File: src/rtl/clk_period_meter_pkg.sv
// Shared definitions for the clock period meter: state encoding, match
// counter width and the tolerance compare helper.
package clk_period_meter_pkg;

  localparam int unsigned ST_W    = 2;
  localparam int unsigned MATCH_W = 8;

  typedef logic [ST_W-1:0] state_t;

  // State encoding, kept numerically identical to the divider benches.
  localparam state_t ST_IDLE = 2'd0;
  localparam state_t ST_HIGH = 2'd1;
  localparam state_t ST_LOW  = 2'd2;

  // Unsigned |meas - expv| <= tol without any wrap-around.
  function automatic logic in_tol(input logic [31:0] meas,
                                  input logic [31:0] expv,
                                  input logic [31:0] tol);
    logic [31:0] diff;
    diff = (meas >= expv) ? (meas - expv) : (expv - meas);
    return (diff <= tol);
  endfunction

endpackage

File: src/rtl/clk_period_meter_if.sv
// Control/result bundle between the meter and whatever programs and reads it.
interface clk_period_meter_if #(
  parameter int unsigned CNT_W = 16
);
  logic             sig_in;
  logic             clr;
  logic [CNT_W-1:0] expect_period;
  logic [CNT_W-1:0] expect_high;
  logic [CNT_W-1:0] period;
  logic [CNT_W-1:0] high_time;
  logic             meas_valid;
  logic             locked;
  logic             overflow;

  modport master (
    output sig_in, clr, expect_period, expect_high,
    input  period, high_time, meas_valid, locked, overflow
  );

  modport slave (
    input  sig_in, clr, expect_period, expect_high,
    output period, high_time, meas_valid, locked, overflow
  );
endinterface

File: src/rtl/clk_period_meter_sync_ff.sv
// Generic multi-flop synchronizer, async reset to 0.
module clk_period_meter_sync_ff #(
  parameter int unsigned STAGES = 2
) (
  input  logic clk,
  input  logic reset,
  input  logic d,
  output logic q
);

  logic [STAGES-1:0] ff;

  // Shift the asynchronous input through the flop chain.
  always_ff @(posedge clk or posedge reset) begin
    if (reset) ff <= '0;
    else       ff <= {ff[STAGES-2:0], d};
  end

  assign q = ff[STAGES-1];

endmodule

File: src/rtl/clk_period_meter.sv
// Measures period and high time of a slow signal in clk cycles and flags
// lock once enough consecutive measurements fall inside tolerance.
module clk_period_meter
  import clk_period_meter_pkg::*;
#(
  parameter int unsigned CNT_W       = 16,
  parameter int unsigned SYNC_STAGES = 2,
  parameter int unsigned LOCK_CNT    = 4,
  parameter int unsigned TOL         = 1
) (
  input  logic              clk,
  input  logic              reset,
  clk_period_meter_if.slave bus
);

  localparam logic [CNT_W-1:0]   CNT_MAX = '1;
  localparam logic [CNT_W-1:0]   CNT_ONE = CNT_W'(1);
  localparam logic [MATCH_W-1:0] LOCK_V  = MATCH_W'(LOCK_CNT);
  localparam logic [31:0]        TOL_V   = 32'(TOL);

  logic s;
  logic s_d;
  logic rise_c;
  logic fall_c;

  state_t               state, state_nxt;
  logic [CNT_W-1:0]     cnt, cnt_nxt;
  logic [CNT_W-1:0]     hi_reg, hi_reg_nxt;
  logic [CNT_W-1:0]     period_r, period_nxt;
  logic [CNT_W-1:0]     high_time_r, high_time_nxt;
  logic                 meas_valid_r, meas_valid_nxt;
  logic                 locked_r, locked_nxt;
  logic                 overflow_r, overflow_nxt;
  logic [MATCH_W-1:0]   match_cnt, match_cnt_nxt;
  logic                 match_c;
  logic [MATCH_W-1:0]   match_inc_c;

  clk_period_meter_sync_ff #(.STAGES(SYNC_STAGES)) u_sync_ff (
    .clk   (clk),
    .reset (reset),
    .d     (bus.sig_in),
    .q     (s)
  );

  assign rise_c = s & ~s_d;
  assign fall_c = ~s & s_d;

  // The measurement being closed by a rise is (cnt, hi_reg).
  assign match_c = in_tol(32'(cnt), 32'(bus.expect_period), TOL_V) &&
                   in_tol(32'(hi_reg), 32'(bus.expect_high), TOL_V);
  assign match_inc_c = (match_cnt >= LOCK_V) ? LOCK_V : (match_cnt + MATCH_W'(1));

  // State and result registers.
  always_ff @(posedge clk or posedge reset) begin
    if (reset) begin
      state        <= ST_IDLE;
      s_d          <= 1'b0;
      cnt          <= '0;
      hi_reg       <= '0;
      period_r     <= '0;
      high_time_r  <= '0;
      meas_valid_r <= 1'b0;
      locked_r     <= 1'b0;
      overflow_r   <= 1'b0;
      match_cnt    <= '0;
    end else begin
      state        <= state_nxt;
      s_d          <= s;
      cnt          <= cnt_nxt;
      hi_reg       <= hi_reg_nxt;
      period_r     <= period_nxt;
      high_time_r  <= high_time_nxt;
      meas_valid_r <= meas_valid_nxt;
      locked_r     <= locked_nxt;
      overflow_r   <= overflow_nxt;
      match_cnt    <= match_cnt_nxt;
    end
  end

  // Next-state, counter, measurement and lock logic; clr overrides edges.
  always_comb begin
    state_nxt      = state;
    cnt_nxt        = rise_c ? CNT_ONE : ((cnt == CNT_MAX) ? cnt : (cnt + CNT_ONE));
    hi_reg_nxt     = hi_reg;
    period_nxt     = period_r;
    high_time_nxt  = high_time_r;
    meas_valid_nxt = 1'b0;
    locked_nxt     = locked_r;
    overflow_nxt   = overflow_r;
    match_cnt_nxt  = match_cnt;

    if (bus.clr) begin
      state_nxt     = ST_IDLE;
      cnt_nxt       = '0;
      hi_reg_nxt    = '0;
      period_nxt    = '0;
      high_time_nxt = '0;
      locked_nxt    = 1'b0;
      overflow_nxt  = 1'b0;
      match_cnt_nxt = '0;
    end else begin
      case (state)
        ST_IDLE: begin
          if (rise_c) state_nxt = ST_HIGH;
        end
        ST_HIGH: begin
          if (cnt == CNT_MAX) begin
            overflow_nxt  = 1'b1;
            locked_nxt    = 1'b0;
            match_cnt_nxt = '0;
            state_nxt     = ST_IDLE;
          end else if (fall_c) begin
            hi_reg_nxt = cnt;
            state_nxt  = ST_LOW;
          end
        end
        ST_LOW: begin
          // A rise coinciding with saturation still closes the period.
          if (rise_c) begin
            period_nxt     = cnt;
            high_time_nxt  = hi_reg;
            meas_valid_nxt = 1'b1;
            state_nxt      = ST_HIGH;
            if (match_c) begin
              match_cnt_nxt = match_inc_c;
              locked_nxt    = (match_inc_c == LOCK_V);
            end else begin
              match_cnt_nxt = '0;
              locked_nxt    = 1'b0;
            end
          end else if (cnt == CNT_MAX) begin
            overflow_nxt  = 1'b1;
            locked_nxt    = 1'b0;
            match_cnt_nxt = '0;
            state_nxt     = ST_IDLE;
          end
        end
        default: begin
          state_nxt = ST_IDLE;
        end
      endcase
    end
  end

  assign bus.period     = period_r;
  assign bus.high_time  = high_time_r;
  assign bus.meas_valid = meas_valid_r;
  assign bus.locked     = locked_r;
  assign bus.overflow   = overflow_r;

endmodule

File: src/flat_wrapper.sv
// flat-port wrapper written by rule: the top's interface ports become plain ports
module clk_period_meter_flat import clk_period_meter_pkg::*;
#(
  parameter int unsigned CNT_W       = 16,
  parameter int unsigned SYNC_STAGES = 2,
  parameter int unsigned LOCK_CNT    = 4,
  parameter int unsigned TOL         = 1
)
  (clk, reset, bus_sig_in, bus_clr, bus_expect_period, bus_expect_high, bus_period, bus_high_time, bus_meas_valid, bus_locked, bus_overflow);
  clk_period_meter_if #(.CNT_W(CNT_W)) bus_i ();
  input  logic clk;
  input  logic reset;
  input wire logic [$bits(bus_i.sig_in)-1:0] bus_sig_in;
  input wire logic [$bits(bus_i.clr)-1:0] bus_clr;
  input wire logic [$bits(bus_i.expect_period)-1:0] bus_expect_period;
  input wire logic [$bits(bus_i.expect_high)-1:0] bus_expect_high;
  output wire logic [$bits(bus_i.period)-1:0] bus_period;
  output wire logic [$bits(bus_i.high_time)-1:0] bus_high_time;
  output wire logic [$bits(bus_i.meas_valid)-1:0] bus_meas_valid;
  output wire logic [$bits(bus_i.locked)-1:0] bus_locked;
  output wire logic [$bits(bus_i.overflow)-1:0] bus_overflow;
  assign bus_i.sig_in = bus_sig_in;
  assign bus_i.clr = bus_clr;
  assign bus_i.expect_period = bus_expect_period;
  assign bus_i.expect_high = bus_expect_high;
  assign bus_period = bus_i.period;
  assign bus_high_time = bus_i.high_time;
  assign bus_meas_valid = bus_i.meas_valid;
  assign bus_locked = bus_i.locked;
  assign bus_overflow = bus_i.overflow;
  clk_period_meter #(.CNT_W(CNT_W), .SYNC_STAGES(SYNC_STAGES), .LOCK_CNT(LOCK_CNT), .TOL(TOL)) u_core (.clk(clk), .reset(reset), .bus(bus_i));
endmodule
File: config.mk
export PLATFORM = sky130hd
export DESIGN_NAME = clk_period_meter_flat
export DESIGN_NICKNAME = d
export VERILOG_FILES = /design/src/rtl/clk_period_meter_pkg.sv /design/src/rtl/clk_period_meter_if.sv /design/src/rtl/clk_period_meter_sync_ff.sv /design/src/rtl/clk_period_meter.sv /design/src/flat_wrapper.sv
export SDC_FILE = /design/constraint.sdc
export NUM_CORES = 1
export LEC_CHECK = 0
export BUFFER_PORTS_ARGS = -buffer_cell sky130_fd_sc_hd__buf_2
export CORE_MARGIN = 2
export CORE_UTILIZATION = 43
export CTS_CLUSTER_SIZE = 10
export DETAILED_ROUTE_END_ITERATION = 16
export GPL_TIMING_DRIVEN = 0
export SLEW_MARGIN = 20
export SYNTH_ARGS = -nofsm -noshare
export SYNTH_HDL_FRONTEND = slang
export SYNTH_SLANG_ARGS = --single-unit
File: constraint.sdc
create_clock -name clk -period 3.7 [get_ports clk]
set_input_delay 0.185 -clock clk [delete_from_list [all_inputs] [get_ports clk]]
set_output_delay 0.185 -clock clk [all_outputs]
set_load 0.01 [all_outputs]
==> impl_metrics.json, run 1 <==
{
  "num_rows": 47,
  "period_share_pct": 95.5,
  "final_antenna_net_count": 0,
  "fin_area_mm2": 0.00813,
  "port_buffers": 69,
  "reg2reg_to": "u_core.bus.locked",
  "place_ws_ns": 0.205,
  "ff2ff_path_depth": 12,
  "drt_iter0_markers": 441,
  "synthCells": 918,
  "nNetsFinal": 1108,
  "drive_gt1_share_pct": 11.9,
  "rrSetupSlack_ns": 0.17,
  "post-route-util_pct": 49.5,
  "die_w_um": 133,
  "antenna_found_initial": 0,
  "postLayoutSetupSlackWorst_ns": 0.167,
  "syn_area_mm2": 0.00713,
  "ir_drop_uv": 233,
  "p_per_area_mw_per_mm2": 273,
  "critPathTopFamily": "compound AO/OA/AOI/OAI gates",
  "cts_sinks": 80,
  "setup_viol": 0,
  "wl_per_cell_um": 16.4,
  "insertion_delay_ns": 0.34,
  "max_slew.worst_pin.slew_ns": 0.672,
  "cts.path.max_buffers": 2,
  "slew_viol_final": 0,
  "synth_edf_count": 0,
  "route.detailed.drc": 0,
  "async_reset_ff_share_pct": 100,
  "start_kind": "register",
  "synthTopCellsByArea": "dfrtp_1 28%, ha_1 12%, a21oi_1 7.6%",
  "finalHoldViolations": 0,
  "initial_core_util_pct": 43.4,
  "cp.arrival_ns": 3.79,
  "max_stage_delay_ns": 0.56,
  "crit_path_top_delay_cell": "or4_1",
  "cp_num_buf_inv": 1,
  "fp.dieArea_mm2": 0.0176,
  "timing.rr.start": "u_core.hi_reg[0]",
  "ioPinCount": 71,
  "dp_hpwl_mm": 16.0,
  "clk_pin_slew_worst_paths_ns": 0.06,
  "critPathMaxFanout": 4,
  "cts_tree": "done",
  "yosysSeqAreaShare_pct": 28.1,
  "power.leakage_nw": 3.64,
  "crit_path_frequent_cell": "o211ai_1",
  "rsz0062_at_grt": "false",
  "cp-endpoint": "u_core.bus.locked",
  "startpoint": "u_core.hi_reg[0]",
  "yosys.area.top_type": "dfrtp_1",
  "htreeDepth": 3,
  "fin_crit_ns": 3.53,
  "post_dp_cell_area_mm2": 0.00778,
  "die_h_um": 133,
  "synth_ff_type": "dfrtp_1",
  "cts_setup_buffers": 0,
  "path_cells": "ha_1 -> inv_1 -> fa_1 -> a211oi_1 -> o211ai_1 -> o211ai_1 -> o21ai_0 -> a221oi_1 -> or4_1 -> a221oi_2 -> nand4b_2 -> o21ai_1",
  "gp_congestion": 0.910,
  "max_freq_ghz": 0.283,
  "grt_pass1_vias": 6323,
  "coreArea_mm2": 0.0164,
  "required_ns": 3.96,
  "drt_pre_antenna_iters": 5,
  "routed_via_density": 5.55,
  "grt_max_degree": 50,
  "end_kind": "register",
  "root_buffer": "clkbuf_16",
  "min_path_type": "input port to register",
  "cts_buffers": 9,
  "avgSynthCellArea_um2": 7.76,
  "num_vias": 6799,
  "synth-seq-cells": 80,
  "ys.warnings.count": 0,
  "synth_top_area_share_pct": 28.1,
  "grt.total_usage_pct": 22.8,
  "tns_ns": 0,
  "wl_mm": 20.1,
  "yosysUniqueCellTypes": 69,
  "diodes": 0,
  "total_power_mw": 2.22,
  "area_delta_synth_final_pct": 14.0,
  "min-delay-start": "bus_clr",
  "max_cap_violations": 0,
  "clock_skew_ns": 0.0140,
  "syn_nets": 1025,
  "path_depth": 12,
  "grt_pass1_wl_mm": 32.6,
  "path_class": "register to register",
  "status": "completed",
  "overflow": 0,
  "min_path_cells": 2,
  "slew_headroom_pct": 55.1
}
-- layer usage --
layer	up-vias	global-route usage (%)	routed length (um)
met3	27	3.41	982
met5	-	0	0
met1	3219	33.6	9800
met4	0	4.84	368
li1	3363	-	-
met2	190	35.7	8960
-- metrics by stage --
stage | hold WS (ns) | cells
after floorplan | 0.216 | 918
after global placement | 0.294 | 1207
after detailed placement | 0.225 | 1208
after CTS | 0.323 | 1224
after global routing | 0.366 | 1224
final | 0.339 | 1224
-- repair_timing --
item,in CTS,in global routing
gates resized for setup,0,5
hold buffers,2,0
endpoints found under the setup margin,0,4
hold endpoints to repair,32,0
-- how the worst min path moves through the flow --
stage	to	slack [ns]
5_1_grt	u_core.bus.high_time[12]	0.37
2_1_floorplan	u_core.u_sync_ff.ff[0]	0.22
3_3_place_gp	u_core.u_sync_ff.ff[0]	0.29
6_report	u_core.bus.high_time[12]	0.34
4_1_cts	u_core.state[1]	0.32
3_5_place_dp	u_core.hi_reg[4]	0.22
-- cells in the final DEF (no fill, tap or decap), types with 7 or more instances in the layout --
| master | n |
|---|---|
| a21oi_1 | 108 |
| inv_1 | 83 |
| a211oi_1 | 11 |
| o21ai_0 | 31 |
| a31oi_1 | 11 |
| xnor2_1 | 31 |
| clkbuf_16 | 9 |
| a21o_1 | 24 |
| nor4_1 | 8 |
| o211ai_1 | 11 |
| dfrtp_1 | 80 |
| buf_2 | 75 |
| nor3_1 | 15 |
| nand2b_1 | 15 |
| nand4_1 | 17 |
| nor2_1 | 56 |
| nand2_1 | 135 |
| and2_1 | 10 |
| o21bai_1 | 7 |
| xor2_1 | 12 |
| and3_1 | 7 |
| clkbuf_1 | 36 |
| ha_1 | 67 |
| nand3_1 | 24 |
-- kinds of logic (layout without fill, tap and decap cells) --
kind of cell / Yosys count / count (layout) / synth area share, %
flip-flops: 80 / 80 / 28.1
multiplexers: 8 / 8 / 1.23
buffers and inverters: 131 / 217 / 7.11
AO/OA/AOI/OAI: 260 / 260 / 23.4
adder cells (fa/ha/maj): 71 / 71 / 12.9
AND/OR/NAND/NOR: 325 / 325 / 22.0
XOR/XNOR: 43 / 43 / 5.28
-- worst reg2reg max path, delay by kind of cell, from the launching register on --
| kind | cells | cell delay [ns] |
|---|---|---|
| AOI/OAI and AO/OA | 7 | 1.61 |
| DFF | 1 | 0.46 |
| adders and majority gates | 2 | 0.52 |
| and+or+nand+nor | 2 | 0.78 |
| buffers and inverters | 1 | 0.09 |
-- power by group --
group,internal (mW),switching (mW)
Combinational,0.148,0.240
Sequential,0.880,0.00953
Clock,0.586,0.359
-- cell type report --
class	count	area [um^2]
flip-flops and latches	80	2000
repair buffers	72	393
plain buffers	47	191
multi-input cells	707	4640
fillers	1646	8280
clock buffers	9	225
clock inverters	5	82.6
inverters	84	318
well taps	220	275
-- cells in the mapped netlist (7+ instances only) --
library cell  number
o211ai_1          11
xnor2_1           31
nand2b_1          15
clkbuf_1          36
a31oi_1           11
xor2_1            12
o21ai_0           33
a21o_1            24
nor3_1            15
and2_1            10
nand4_1           17
a21oi_1          108
nand2_1          135
nor4_1             8
a211oi_1          11
nand3_1           24
and3_1             7
ha_1              67
inv_1             84
o21bai_1           7
dfrtp_1           80
nor2_1            57
Power figures use the tool's default switching activity.
==> run 2: changes to the inputs <==
Clock period 3.7 ns to 3.5 ns, I/O delays scaled along.
==> impl_metrics.json, run 2 (synthesis results as in run 1) <==
{
  "required_ns": 3.76,
  "finalHoldViolations": 0,
  "critPathTopFamily": "compound AO/OA/AOI/OAI gates",
  "status": "completed",
  "min_path_cells": 2,
  "p_per_area_mw_per_mm2": 288,
  "cts_sinks": 80,
  "internal_power_mw": 1.71,
  "min_path_type": "input port to register",
  "mostFrequentLayoutCells": "135 x nand2_1, 108 x a21oi_1, 83 x inv_1",
  "end_kind": "register",
  "max_freq_ghz": 0.297,
  "drt_iter0_markers": 408,
  "timing.rr.start": "u_core.hi_reg[0]",
  "max_cap_violations": 0,
  "fp.dieArea_mm2": 0.0176,
  "period_share_pct": 96.2,
  "pwr-share-clk_pct": 42.5,
  "area_delta_synth_final_pct": 14.6,
  "setup_viol": 0,
  "path_class": "register to register",
  "min_to": "u_core.bus.high_time[12]",
  "dp_hpwl_mm": 16.0,
  "nNetsFinal": 1108,
  "critPathMaxFanout": 4,
  "fillers": 1642,
  "num_vias": 6843,
  "routed_via_density": 5.59,
  "path_cells": "ha_1 -> inv_1 -> fa_2 -> a211oi_2 -> o211ai_1 -> o211ai_1 -> o21ai_1 -> a221oi_1 -> or4_1 -> a221oi_2 -> nand4b_2 -> o21ai_1",
  "cts_setup_buffers": 0,
  "cp.arrival_ns": 3.63,
  "rrSetupSlack_ns": 0.13,
  "min-delay-start": "bus_clr",
  "instances_no_fill": 1224,
  "fin_area_mm2": 0.00817,
  "drive_gt1_share_pct": 12.8,
  "multiInputGateArea_mm2": 0.00468,
  "layout_commonest_cell": "nand2_1",
  "reg2reg_to": "u_core.bus.locked",
  "coreArea_mm2": 0.0164,
  "clock_skew_ns": 0.0126,
  "startpoint": "u_core.hi_reg[0]",
  "grt_pass1_wl_mm": 32.6,
  "final_antenna_net_count": 0,
  "num_rows": 47,
  "cts_tree": "done",
  "root_buffer": "clkbuf_16",
  "placedCellCount": 1208,
  "max_stage_delay_ns": 0.55,
  "slew_viol_final": 0,
  "power.leakage_nw": 3.65,
  "htreeDepth": 3,
  "seqPwrFrac_pct": 39.9,
  "die_h_um": 133,
  "post-route-util_pct": 49.8,
  "place_ws_ns": 0.00548,
  "tns_ns": 0,
  "ff2ff_path_depth": 12,
  "wl_mm": 20.2,
  "start_kind": "register",
  "switching_power_uw": 647,
  "swShare_pct": 27.5,
  "crit_path_top_delay_cell": "or4_1",
  "slew_headroom_pct": 54.1,
  "drt_pre_antenna_iters": 5,
  "overflow": 0,
  "ir_drop_uv": 244,
  "cp_num_buf_inv": 1,
  "fin_crit_ns": 3.37,
  "seqCellArea_mm2": 0.00200,
  "die_w_um": 133,
  "ioPinCount": 71,
  "diodes": 0,
  "pwr-share-comb_pct": 17.6,
  "max_slew.worst_pin.slew_ns": 0.686,
  "clk_pin_slew_worst_paths_ns": 0.06,
  "total_power_mw": 2.35,
  "grt_pass1_vias": 6323,
  "wl_per_cell_um": 16.5,
  "route.detailed.drc": 0,
  "port_buffers": 69,
  "holdWs_ns": 0.330,
  "cts_buffers": 9,
  "rsz0062_at_grt": "true",
  "initial_core_util_pct": 43.4,
  "cts.path.max_buffers": 2,
  "grt_max_degree": 50,
  "grt.total_usage_pct": 22.8,
  "postLayoutSetupSlackWorst_ns": 0.133,
  "antenna_found_initial": 0,
  "post_dp_cell_area_mm2": 0.00778,
  "insertion_delay_ns": 0.34,
  "gp_congestion": 0.910
}
run 2: cell counts in the layout (fill, tap and decap cells not counted):
No cell type changed its count.
run 2: worst max-delay path by stage:
stage / to / slack (ns) / depth (start not counted)
after floorplan: u_core.bus.locked / 0.54 / 13
after global placement: u_core.match_cnt[0] / 0.04 / 11
after detailed placement: u_core.bus.locked / 0.005 / 11
after CTS: u_core.bus.locked / 0.02 / 12
after global routing: u_core.bus.locked / -0.05 / 11
final: u_core.bus.locked / 0.13 / 12
run 2: worst register-to-register path: stages (launching register included):
cell      delay [ns]
dfrtp_1         0.47
ha_1            0.24
inv_1           0.10
fa_2            0.27
a211oi_2        0.09
o211ai_1        0.19
o211ai_1        0.16
o21ai_1         0.28
a221oi_1        0.17
or4_1           0.55
a221oi_2        0.39
nand4b_2        0.22
o21ai_1         0.17
run 2: layout make-up:
class                      instances  area share [%]
buffer                            47            2.37
clock buffer                       9            2.76
clock inverter                     5            1.01
inverter                          84            3.89
multi-input combinational        707            57.3
sequential                        80            24.5
tap                              220            3.37
timing repair buffer              72            4.81
run 2: what timing repair did:
action | in CTS | in global routing
hold endpoints to repair | 32 | 0
resized for setup | 2 | 20
hold buffers | 2 | 0
pin swaps | 0 | 1
setup endpoints to repair | 4 | 14
run 2: per-layer routing:
layer / GRT usage [%] / wire length (um)
met1: 33.6 / 9760
met2: 35.7 / 9090
met3: 3.41 / 1070
met4: 4.84 / 316
met5: 0 / 0
run 2: power groups by stage:
stage / sequential, mW / clock [mW] / combinational [mW]
floorplan: 0.953 / 0 / 0.291
global route: 0.941 / 1.05 / 0.461
CTS: 0.940 / 1.01 / 0.406
global placement: 0.957 / 0 / 0.397
detailed placement: 0.957 / 0 / 0.402
finish: 0.940 / 1.00 / 0.414
==> run 3: changes to the inputs <==
Settings changed: PLACE_DENSITY_LB_ADDON from default to 0.1.
==> impl_metrics.json, run 3 (synthesis results as in run 1) <==
{
  "holdWs_ns": 0.345,
  "postLayoutSetupSlackWorst_ns": 0.143,
  "final_antenna_net_count": 0,
  "port_buffers": 69,
  "required_ns": 3.76,
  "slew_viol_final": 0,
  "wl_mm": 20.4,
  "place_ws_ns": 0.0220,
  "path_depth": 12,
  "htreeDepth": 3,
  "power.leakage_nw": 3.67,
  "fp.dieArea_mm2": 0.0176,
  "status": "completed",
  "num_rows": 47,
  "ff2ff_path_depth": 12,
  "drt_pre_antenna_iters": 5,
  "min_path_type": "input port to register",
  "overflow": 0,
  "cp.arrival_ns": 3.62,
  "finalHoldViolations": 0,
  "num_vias": 6768,
  "diodes": 0,
  "grt_pass1_vias": 6192,
  "layout_commonest_cell": "nand2_1",
  "area_delta_synth_final_pct": 15.5,
  "max_cap_violations": 0,
  "coreArea_mm2": 0.0164,
  "p_per_area_mw_per_mm2": 272,
  "grt_max_degree": 51,
  "start_kind": "register",
  "nNetsFinal": 1110,
  "ir_drop_uv": 228,
  "critPathTopFamily": "compound AO/OA/AOI/OAI gates",
  "slew_headroom_pct": 29.7,
  "wl_per_cell_um": 16.6,
  "die_w_um": 133,
  "path_cells": "ha_1 -> inv_1 -> fa_1 -> a211oi_2 -> o211ai_1 -> o211ai_1 -> o21ai_1 -> a221oi_1 -> or4_1 -> a221oi_4 -> nand4b_4 -> o21ai_1",
  "root_buffer": "clkbuf_16",
  "dp_hpwl_mm": 16.2,
  "cts.path.max_buffers": 2,
  "initial_core_util_pct": 43.4,
  "antenna_found_initial": 0,
  "route.detailed.drc": 0,
  "cts_buffers": 9,
  "setup_viol": 0,
  "insertion_delay_ns": 0.34,
  "fin_crit_ns": 3.36,
  "min_path_cells": 2,
  "clk_pin_slew_worst_paths_ns": 0.06,
  "cp_num_buf_inv": 1,
  "max_stage_delay_ns": 0.58,
  "total_power_mw": 2.24,
  "routed_via_density": 5.51,
  "max_slew.worst_pin.slew_ns": 1.04,
  "drive_gt1_share_pct": 13.8,
  "end_kind": "register",
  "max_freq_ghz": 0.298,
  "die_h_um": 133,
  "path_class": "register to register",
  "cts_tree": "done",
  "mostFrequentLayoutCells": "135 x nand2_1, 106 x a21oi_1, 83 x inv_1",
  "clock_skew_ns": 0.00808,
  "period_share_pct": 95.9,
  "cts_sinks": 80,
  "ioPinCount": 71,
  "grt.total_usage_pct": 23.1,
  "grt_pass1_wl_mm": 32.5,
  "critPathMaxFanout": 4,
  "gp_congestion": 0.917,
  "crit_path_top_delay_cell": "or4_1",
  "drt_iter0_markers": 476
}
run 3: changes by cell type in the layout (fill, tap and decap cells not counted), moves of 2 or more:
| cell | delta |
|---|---|
| a221oi_2 | -3 |
| dfrtp_1 | -2 |
| dfrtp_2 | +2 |
| inv_6 | +2 |
| a21oi_1 | -2 |
| buf_4 | +2 |
| a221oi_4 | +3 |
| bufinv_16 | -2 |
run 3: cell type report:
type | count | area (um^2)
fillers | 1672 | 8180
multi-input cells | 707 | 4750
flip-flops and latches | 80 | 2010
repair buffers | 74 | 408
inverters | 84 | 318
well taps | 220 | 275
clock buffers | 9 | 225
plain buffers | 47 | 196
clock inverters | 7 | 52.6
run 3: metal layers:
metal	up-vias	wire length, um	GRT usage (%)
met5	-	0	0
met4	0	190	4.66
met3	12	878	2.87
met2	160	9190	35.5
met1	3226	10100	34.8
li1	3370	-	-
run 3: power breakdown:
group	switching, mW	total [mW]	internal (mW)
clock network	0.392	0.878	0.486
registers	0.00978	0.940	0.930
logic	0.262	0.422	0.160
total	0.664	2.24	1.58
run 3: final timing paths:
kind                                        startpoint                        to  slack (ns)
worst max register to register        u_core.hi_reg[0]       u_core.match_cnt[2]        0.14
worst min register to register  u_core.u_sync_ff.ff[0]    u_core.u_sync_ff.ff[1]        0.36
worst min-delay path                           bus_clr  u_core.bus.high_time[12]        0.35
min in group asynchronous                        reset   u_core.bus.high_time[0]        0.39
max in group asynchronous                        reset             u_core.cnt[7]        2.50
worst max-delay path                  u_core.hi_reg[0]       u_core.match_cnt[2]        0.14
run 3: timing repair:
item / 4_1_cts / 5_1_grt
setup endpoints to repair: 3 / 11
pin swaps: 0 / 3
hold buffers: 2 / 0
setup buffers: 0 / 2
endpoints found under the hold margin: 31 / 0
gates resized for setup: 2 / 35
run 3: worst reg2reg max path, cell delays in order (launching register included):
cell,delay (ns)
dfrtp_1,0.47
ha_1,0.23
inv_1,0.09
fa_1,0.29
a211oi_2,0.11
o211ai_1,0.19
o211ai_1,0.18
o21ai_1,0.29
a221oi_1,0.16
or4_1,0.58
a221oi_4,0.37
nand4b_4,0.16
o21ai_1,0.16
run 3: per-stage QoR:
| step | setup TNS [ns] | std cells | instance area (um^2) | utilization, % |
|---|---|---|---|---|
| finish | 0 | 1228 | 8230 | 50.2 |
| global route | -0.0192 | 1228 | 8230 | 50.2 |
| CTS | 0 | 1226 | 8080 | 49.2 |
| detailed placement | 0 | 1208 | 7780 | 47.4 |
| global placement | 0 | 1207 | 7750 | 47.2 |
| floorplan | 0 | 918 | 7130 | - |
